**config.mk**
```make
export PLATFORM = sky130hd
export DESIGN_NAME = ping_pong_ctrl_w
export DESIGN_NICKNAME = d
export VERILOG_FILES = /design/src/rtl/top_pkg.sv /design/src/rtl/pp_bank_fsm.sv /design/src/rtl/ping_pong_ctrl_w.sv
export SDC_FILE = /design/constraint.sdc
export NUM_CORES = 1
export LEC_CHECK = 0
export ABC_AREA = 1
export CELL_PAD_IN_SITES_DETAIL_PLACEMENT = 2
export CELL_PAD_IN_SITES_GLOBAL_PLACEMENT = 2
export CORE_ASPECT_RATIO = 1.1
export CORE_MARGIN = 2
export CORE_UTILIZATION = 29
export CTS_BUF_LIST = sky130_fd_sc_hd__clkbuf_8
export CTS_CLUSTER_SIZE = 14
export DETAILED_ROUTE_END_ITERATION = 6
export PLACE_DENSITY = 0.83
export SYNTH_ARGS = -nofsm -noshare
export SYNTH_HDL_FRONTEND = slang
export SYNTH_HIERARCHICAL = 1
export SYNTH_SLANG_ARGS = --single-unit
```
**constraint.sdc**
```tcl
create_clock -name clk -period 3.8 [get_ports clk]
set_input_delay 0.57 -clock clk [delete_from_list [all_inputs] [get_ports clk]]
set_output_delay 0.57 -clock clk [all_outputs]
set_load 0.02 [all_outputs]
```
**src/rtl/top_pkg.sv**
```systemverilog
// Shared types and constants for the WEST ping-pong buffer controller.
package top_pkg;

    localparam int TOP_CHUNK_SIZE  = 16;
    localparam int TOP_NUM_MODULES = 4;

    typedef enum logic [1:0] {
        EMPTY    = 2'd0,
        FILLING  = 2'd1,
        FULL     = 2'd2,
        DRAINING = 2'd3
    } pp_state_e;

    // A bank holds a complete tile once it is FULL and until it is released.
    function automatic logic is_loaded(input pp_state_e s);
        return (s == FULL) || (s == DRAINING);
    endfunction

endpackage

```
**src/rtl/pp_bank_fsm.sv**
```systemverilog
// Lifecycle of one ping-pong bank: EMPTY -> FILLING -> FULL -> DRAINING -> EMPTY.
module pp_bank_fsm
    import top_pkg::*;
(
    input  logic      clk,
    input  logic      rst_n,
    input  logic      wr_acc_i,
    input  logic      fill_done_i,
    input  logic      drain_start_i,
    input  logic      release_i,
    output pp_state_e state_o
);

    pp_state_e state_q, state_d;

    // State register, cleared asynchronously so a reset discards the tile.
    always_ff @(posedge clk or negedge rst_n) begin
        if (!rst_n) state_q <= EMPTY;
        else        state_q <= state_d;
    end

    // Next state; fill_done from EMPTY covers a single-row fill.
    always_comb begin
        state_d = state_q;
        case (state_q)
            EMPTY: begin
                if (fill_done_i)   state_d = FULL;
                else if (wr_acc_i) state_d = FILLING;
            end
            FILLING:  if (fill_done_i)   state_d = FULL;
            FULL:     if (drain_start_i) state_d = DRAINING;
            DRAINING: if (release_i)     state_d = EMPTY;
            default:  state_d = EMPTY;
        endcase
    end

    assign state_o = state_q;

endmodule

```
**src/rtl/ping_pong_ctrl_w.sv**
```systemverilog
// WEST ping-pong controller: fills one bank from the producer while the
// other drains in row order to the matmul. Control only, no data path.
module ping_pong_ctrl_w
    import top_pkg::*;
#(
    parameter  int TOTAL_MODULES = TOP_NUM_MODULES,
    parameter  int COL_X         = TOP_CHUNK_SIZE,
    parameter  int RD_PASSES     = 1,
    localparam int ADDR_WIDTH    = $clog2(2 * COL_X),
    localparam int SLICE_W       = $clog2(TOTAL_MODULES)
) (
    input  logic                  clk,
    input  logic                  rst_n,
    input  logic [SLICE_W-1:0]    cfg_slice_i,
    output logic [SLICE_W-1:0]    slicing_idx_o,
    input  logic                  in_valid_i,
    output logic                  in_ready_o,
    output logic                  bank0_ena_o,
    output logic                  bank0_enb_o,
    output logic                  bank0_wea_o,
    output logic                  bank0_web_o,
    output logic [ADDR_WIDTH-1:0] bank0_addra_o,
    output logic [ADDR_WIDTH-1:0] bank0_addrb_o,
    output logic                  bank1_ena_o,
    output logic                  bank1_enb_o,
    output logic                  bank1_wea_o,
    output logic                  bank1_web_o,
    output logic [ADDR_WIDTH-1:0] bank1_addra_o,
    output logic [ADDR_WIDTH-1:0] bank1_addrb_o,
    output logic                  rd_valid_o,
    input  logic                  rd_ready_i,
    output logic                  rd_bank_o,
    output logic                  rd_last_o,
    output logic [1:0]            bank_full_o
);

    localparam int PASS_W = $clog2(RD_PASSES + 1);
    localparam logic [ADDR_WIDTH-1:0] ROW_LAST  = ADDR_WIDTH'(COL_X - 1);
    localparam logic [ADDR_WIDTH-1:0] ROW_OFS   = ADDR_WIDTH'(COL_X);
    localparam logic [PASS_W-1:0]     PASS_LAST = PASS_W'(RD_PASSES - 1);

    logic [ADDR_WIDTH-1:0] wr_cnt_q, wr_cnt_d, rd_cnt_q, rd_cnt_d;
    logic [PASS_W-1:0]     pass_cnt_q, pass_cnt_d;
    logic                  wr_sel_q, wr_sel_d, rd_sel_q, rd_sel_d;
    logic                  rd_done_q, rd_done_d;
    logic                  rd_valid_q, rd_valid_d, rd_last_q, rd_last_d;
    logic                  rd_bank_q, rd_bank_d;
    logic [SLICE_W-1:0]    slice_q, slice_d;

    pp_state_e             state [2];
    logic [1:0]            wr_acc, fill_done, drain_start, rel, rd_here, en;
    logic [1:0][ADDR_WIDTH-1:0] rowa, rowb;

    logic accept, fill_end, rd_avail, issue, issue_last, consume, release_bank;

    assign in_ready_o   = (state[wr_sel_q] == EMPTY) || (state[wr_sel_q] == FILLING);
    assign accept       = in_valid_i & in_ready_o;
    assign fill_end     = accept & (wr_cnt_q == ROW_LAST);
    assign rd_avail     = is_loaded(state[rd_sel_q]);
    // rd_done holds off further issues while the final row waits to be consumed.
    assign issue        = rd_avail & ~rd_done_q & (~rd_valid_q | rd_ready_i);
    assign issue_last   = issue & (rd_cnt_q == ROW_LAST) & (pass_cnt_q == PASS_LAST);
    assign consume      = rd_valid_q & rd_ready_i;
    assign release_bank = consume & rd_last_q;

    for (genvar b = 0; b < 2; b++) begin : g_bank
        assign wr_acc[b]      = accept & (wr_sel_q == 1'(b));
        assign fill_done[b]   = fill_end & (wr_sel_q == 1'(b));
        assign rd_here[b]     = rd_avail & (rd_sel_q == 1'(b));
        assign drain_start[b] = issue & rd_here[b] & (state[b] == FULL);
        assign rel[b]         = release_bank & (rd_sel_q == 1'(b));
        assign en[b]          = wr_acc[b] | (issue & rd_here[b]);
        // Write and read never target the same bank, so the address source
        // follows the bank's role; idle banks park at row 0.
        assign rowa[b] = wr_acc[b]  ? wr_cnt_q :
                         rd_here[b] ? rd_cnt_q : '0;
        assign rowb[b] = wr_acc[b]  ? ROW_OFS + wr_cnt_q :
                         rd_here[b] ? ROW_OFS + rd_cnt_q : '0;
        assign bank_full_o[b] = is_loaded(state[b]);

        pp_bank_fsm u_fsm (
            .clk           (clk),
            .rst_n         (rst_n),
            .wr_acc_i      (wr_acc[b]),
            .fill_done_i   (fill_done[b]),
            .drain_start_i (drain_start[b]),
            .release_i     (rel[b]),
            .state_o       (state[b])
        );
    end

    // Fill side: row counter, fill-bank pointer and slice latched on the first beat.
    always_comb begin
        wr_cnt_d = wr_cnt_q;
        wr_sel_d = wr_sel_q;
        slice_d  = slice_q;
        if (accept) begin
            if (state[wr_sel_q] == EMPTY) slice_d = cfg_slice_i;
            if (fill_end) begin
                wr_cnt_d = '0;
                wr_sel_d = ~wr_sel_q;
            end else begin
                wr_cnt_d = wr_cnt_q + ADDR_WIDTH'(1);
            end
        end
    end

    // Drain side: row/pass counters, output-valid tracking and bank release.
    always_comb begin
        rd_cnt_d   = rd_cnt_q;
        pass_cnt_d = pass_cnt_q;
        rd_done_d  = rd_done_q;
        rd_sel_d   = rd_sel_q;
        rd_valid_d = rd_valid_q;
        rd_last_d  = rd_last_q;
        rd_bank_d  = rd_bank_q;
        if (consume) begin
            rd_valid_d = 1'b0;
            rd_last_d  = 1'b0;
        end
        if (issue) begin
            rd_valid_d = 1'b1;
            rd_last_d  = issue_last;
            rd_bank_d  = rd_sel_q;
            if (rd_cnt_q == ROW_LAST) begin
                rd_cnt_d = '0;
                if (pass_cnt_q == PASS_LAST) begin
                    pass_cnt_d = '0;
                    rd_done_d  = 1'b1;
                end else begin
                    pass_cnt_d = pass_cnt_q + PASS_W'(1);
                end
            end else begin
                rd_cnt_d = rd_cnt_q + ADDR_WIDTH'(1);
            end
        end
        if (release_bank) begin
            rd_done_d = 1'b0;
            rd_sel_d  = ~rd_sel_q;
        end
    end

    // Controller registers; reset abandons any fill or drain in progress.
    always_ff @(posedge clk or negedge rst_n) begin
        if (!rst_n) begin
            wr_cnt_q   <= '0;
            rd_cnt_q   <= '0;
            pass_cnt_q <= '0;
            wr_sel_q   <= 1'b0;
            rd_sel_q   <= 1'b0;
            rd_done_q  <= 1'b0;
            rd_valid_q <= 1'b0;
            rd_last_q  <= 1'b0;
            rd_bank_q  <= 1'b0;
            slice_q    <= '0;
        end else begin
            wr_cnt_q   <= wr_cnt_d;
            rd_cnt_q   <= rd_cnt_d;
            pass_cnt_q <= pass_cnt_d;
            wr_sel_q   <= wr_sel_d;
            rd_sel_q   <= rd_sel_d;
            rd_done_q  <= rd_done_d;
            rd_valid_q <= rd_valid_d;
            rd_last_q  <= rd_last_d;
            rd_bank_q  <= rd_bank_d;
            slice_q    <= slice_d;
        end
    end

    assign slicing_idx_o = slice_q;
    assign rd_valid_o    = rd_valid_q;
    assign rd_last_o     = rd_last_q;
    assign rd_bank_o     = rd_bank_q;

    assign bank0_ena_o   = en[0];
    assign bank0_enb_o   = en[0];
    assign bank0_wea_o   = wr_acc[0];
    assign bank0_web_o   = wr_acc[0];
    assign bank0_addra_o = rowa[0];
    assign bank0_addrb_o = rowb[0];
    assign bank1_ena_o   = en[1];
    assign bank1_enb_o   = en[1];
    assign bank1_wea_o   = wr_acc[1];
    assign bank1_web_o   = wr_acc[1];
    assign bank1_addra_o = rowa[1];
    assign bank1_addrb_o = rowb[1];

endmodule
```
==> flow_summary.json <==
{
  "outcome": "complete, no violations",
  "area_growth_pct": 29.2,
  "pwr-share-seq_pct": 28.3,
  "met3_usage_pct": 2.82,
  "crit_path_start": "in_valid_i",
  "rsz0062_at_grt": "false",
  "r2r_slack_ns": 1.83,
  "grt_use_total_pct": 17.8,
  "fin_tns_setup_ns": 0,
  "syn_area_um2": 1610,
  "path_max_fanout": 6,
  "swShare_pct": 48.9,
  "p_sw_mw": 0.758,
  "vias": 1543,
  "fin_nets": 274,
  "layout_common_cells": "nand2_1, clkdlybuf4s50_1, inv_1, dfrtp_1, nand3_1",
  "start_util_pct": 29.9,
  "hold_viol_final": 0,
  "cts_resized": 0,
  "clock_sinks": 22,
  "synth_area_per_cell_um2": 7.20,
  "slew_violations": 0,
  "use_met1_pct": 19.7,
  "grt_pass1_vias": 1715,
  "drc": 0,
  "rr_endpoint": "g_bank[1].u_fsm/state_o[1]$_DFFE_PN0P_",
  "r2r-start": "g_bank[1].u_fsm/state_o[1]$_DFFE_PN0P_",
  "root_buffer": "clkbuf_8",
  "crit_path_start_kind": "input port",
  "combPwrFrac_pct": 60.0,
  "num_antenna_cells": 0,
  "yosysWarnings": 6,
  "finalSetupViolations": 0,
  "cts_tree": "done",
  "routed_wl_um": 4780,
  "synth-seq-cells": 22,
  "cts_buffers": 3,
  "internal-power_mw": 0.793,
  "drv_cap": 0,
  "num_rows": 28,
  "h-tree-depth": 1,
  "min_path_type": "register to register",
  "setup.worst_path.class": "input port to primary output",
  "final_common_cell": "nand2_1",
  "grt-ovfl-total": 0,
  "wl_per_cell_um": 14.5,
  "port_buffers": 41,
  "cp-endpoint": "bank1_addra_o[2]",
  "p_leak_nw": 1.00,
  "dieArea_um2": 6150,
  "clk_pin_slew_ns": 0.09,
  "fp.dieW_um": 74.9,
  "synthesis.instances": 223,
  "met2_usage_pct": 34.0,
  "worst_pin_slew_ns": 0.423,
  "clock-skew-final_ns": 0.00326,
  "fin_area_um2": 2070,
  "antenna_found_initial": 0,
  "pwr-share-clk_pct": 11.7,
  "core_um2": 5360,
  "cp.required_ns": 3.23,
  "slew_headroom_pct": 71.7,
  "pin_count": 42,
  "arrival_ns": 2.65,
  "clockBufferDepth": 2,
  "power.density_nw_per_um2": 748,
  "dr.first_iter.drc_count": 45,
  "synth.net_count": 241,
  "cts_hold_buf": 0,
  "place_ws_ns": 0.603,
  "setup_ws_ns": 0.585,
  "yosysSeqAreaShare_pct": 34.3,
  "busiest_layer": "met2",
  "placed_area_um2": 2020,
  "die_h_um": 82.0,
  "endpoint_kind": "primary output",
  "hpwl_um": 3720,
  "cts_setup_buffers": 0,
  "place.gp.congestion": 0.728,
  "layout-drive-gt1-share_pct": 8.63,
  "yosysUniqueCellTypes": 21,
  "post_drt_via_cell_ratio": 4.68,
  "reg2regPathDepth": 13,
  "clkLatencyLatePin_ns": 0.27,
  "fmax_ghz": 0.311,
  "grt_pass1_wl_um": 8250,
  "min_period_ns": 3.22,
  "finalCritPeriodShare_pct": 84.6,
  "grt_max_degree": 23,
  "ant_nets": 0,
  "dr.pass1.iters": 4,
  "irDropWorstVdd_v": 0.000253
}
state kept, by name, summed over array words and instances (netlist names):
name	count
g_bank.u_fsm/state_o	4
rd_bank_o	1
rd_cnt_q	5
rd_done_q	1
rd_last_o	1
rd_sel_q	1
rd_valid_o	1
slicing_idx_o	2
wr_cnt_q	5
wr_sel_q	1
cell families (layout without fill, tap and decap cells):
family	count (synthesis)	after routing	synth area share (%)
simple gates	106	106	30.5
buf+inv	56	88	16.1
compound gates	24	24	8.11
flops	22	22	34.3
fa+ha+maj	12	12	9.35
xor+xnor	3	3	1.64
power by group through the flow:
stage	Clock, mW	Sequential, mW	Combinational (mW)
global route	0.194	0.460	1.05
floorplan	0	0.431	0.605
CTS	0.186	0.442	0.951
global placement	0	0.442	0.906
detailed placement	0	0.447	0.942
finish	0.182	0.438	0.930
worst min-delay path by stage:
stage | from | endpoint | slack, ns | cells past startpoint
3_5_place_dp | rd_done_q$_DFFE_PN0P_ | rd_done_q$_DFFE_PN0P_ | 0.49 | 2
3_3_place_gp | rd_done_q$_DFFE_PN0P_ | rd_done_q$_DFFE_PN0P_ | 0.46 | 2
4_1_cts | rd_done_q$_DFFE_PN0P_ | rd_done_q$_DFFE_PN0P_ | 0.51 | 2
6_report | rd_done_q$_DFFE_PN0P_ | rd_done_q$_DFFE_PN0P_ | 0.50 | 2
2_1_floorplan | rst_n | g_bank[0].u_fsm/state_o[0]$_DFFE_PN0P_ | 0.27 | 0
5_1_grt | rd_bank_o$_DFFE_PN0N_ | rd_bank_o$_DFFE_PN0N_ | 0.56 | 2
area by class of cell:
class | count | area [um2]
multi-input cells | 145 | 796
flip-flops and latches | 22 | 551
fillers | 655 | 3290
inverters | 42 | 161
clock buffers | 4 | 55.1
repair buffers | 42 | 418
well taps | 75 | 93.8
through the flow:
stage / total power, mW / std cells / util (%) / hold slack, ns
final: 1.55 / 330 / 38.7 / 0.497
after global routing: 1.70 / 330 / 38.7 / 0.558
after CTS: 1.58 / 330 / 38.7 / 0.508
after detailed placement: 1.39 / 326 / 37.7 / 0.486
after global placement: 1.35 / 326 / 37.7 / 0.458
after floorplan: 1.04 / 223 / - / 0.274
critical path, stage by stage:
cell	delay, ns
clkdlybuf4s50_1	0.49
inv_1	0.11
nor2_1	0.37
inv_1	0.22
o22ai_1	0.23
clkdlybuf4s50_1	0.65
synthesized netlist by cell type:
cell      number  share of area, %
a21oi_1        1              0.31
buf_4         12               5.6
clkbuf_1       2              0.47
clkinv_2       1              0.31
dfrtp_1       22                34
ha_1          12               9.4
inv_1         37               8.7
inv_2          3              0.70
inv_4          1              0.39
nand2_1       65                15
nand2_2        8               3.1
nand2_4        2               1.4
nand3_1       15               4.7
nand3_4        1               1.1
nand4_1        3               1.2
nor2_1        11               2.6
nor2_8         1               1.2
o21ai_0       13               4.1
o21ai_1        2              0.62
o22ai_1        8               3.1
xor2_1         3               1.6
per-layer routing:
layer | up-vias | part of all wire, %
met5 | - | 0
met2 | 34 | 53
met1 | 764 | 42
met4 | 0 | 1.4
met3 | 6 | 3.5
li1 | 739 | -
No activity file was read; power rests on OpenSTA's default activity.
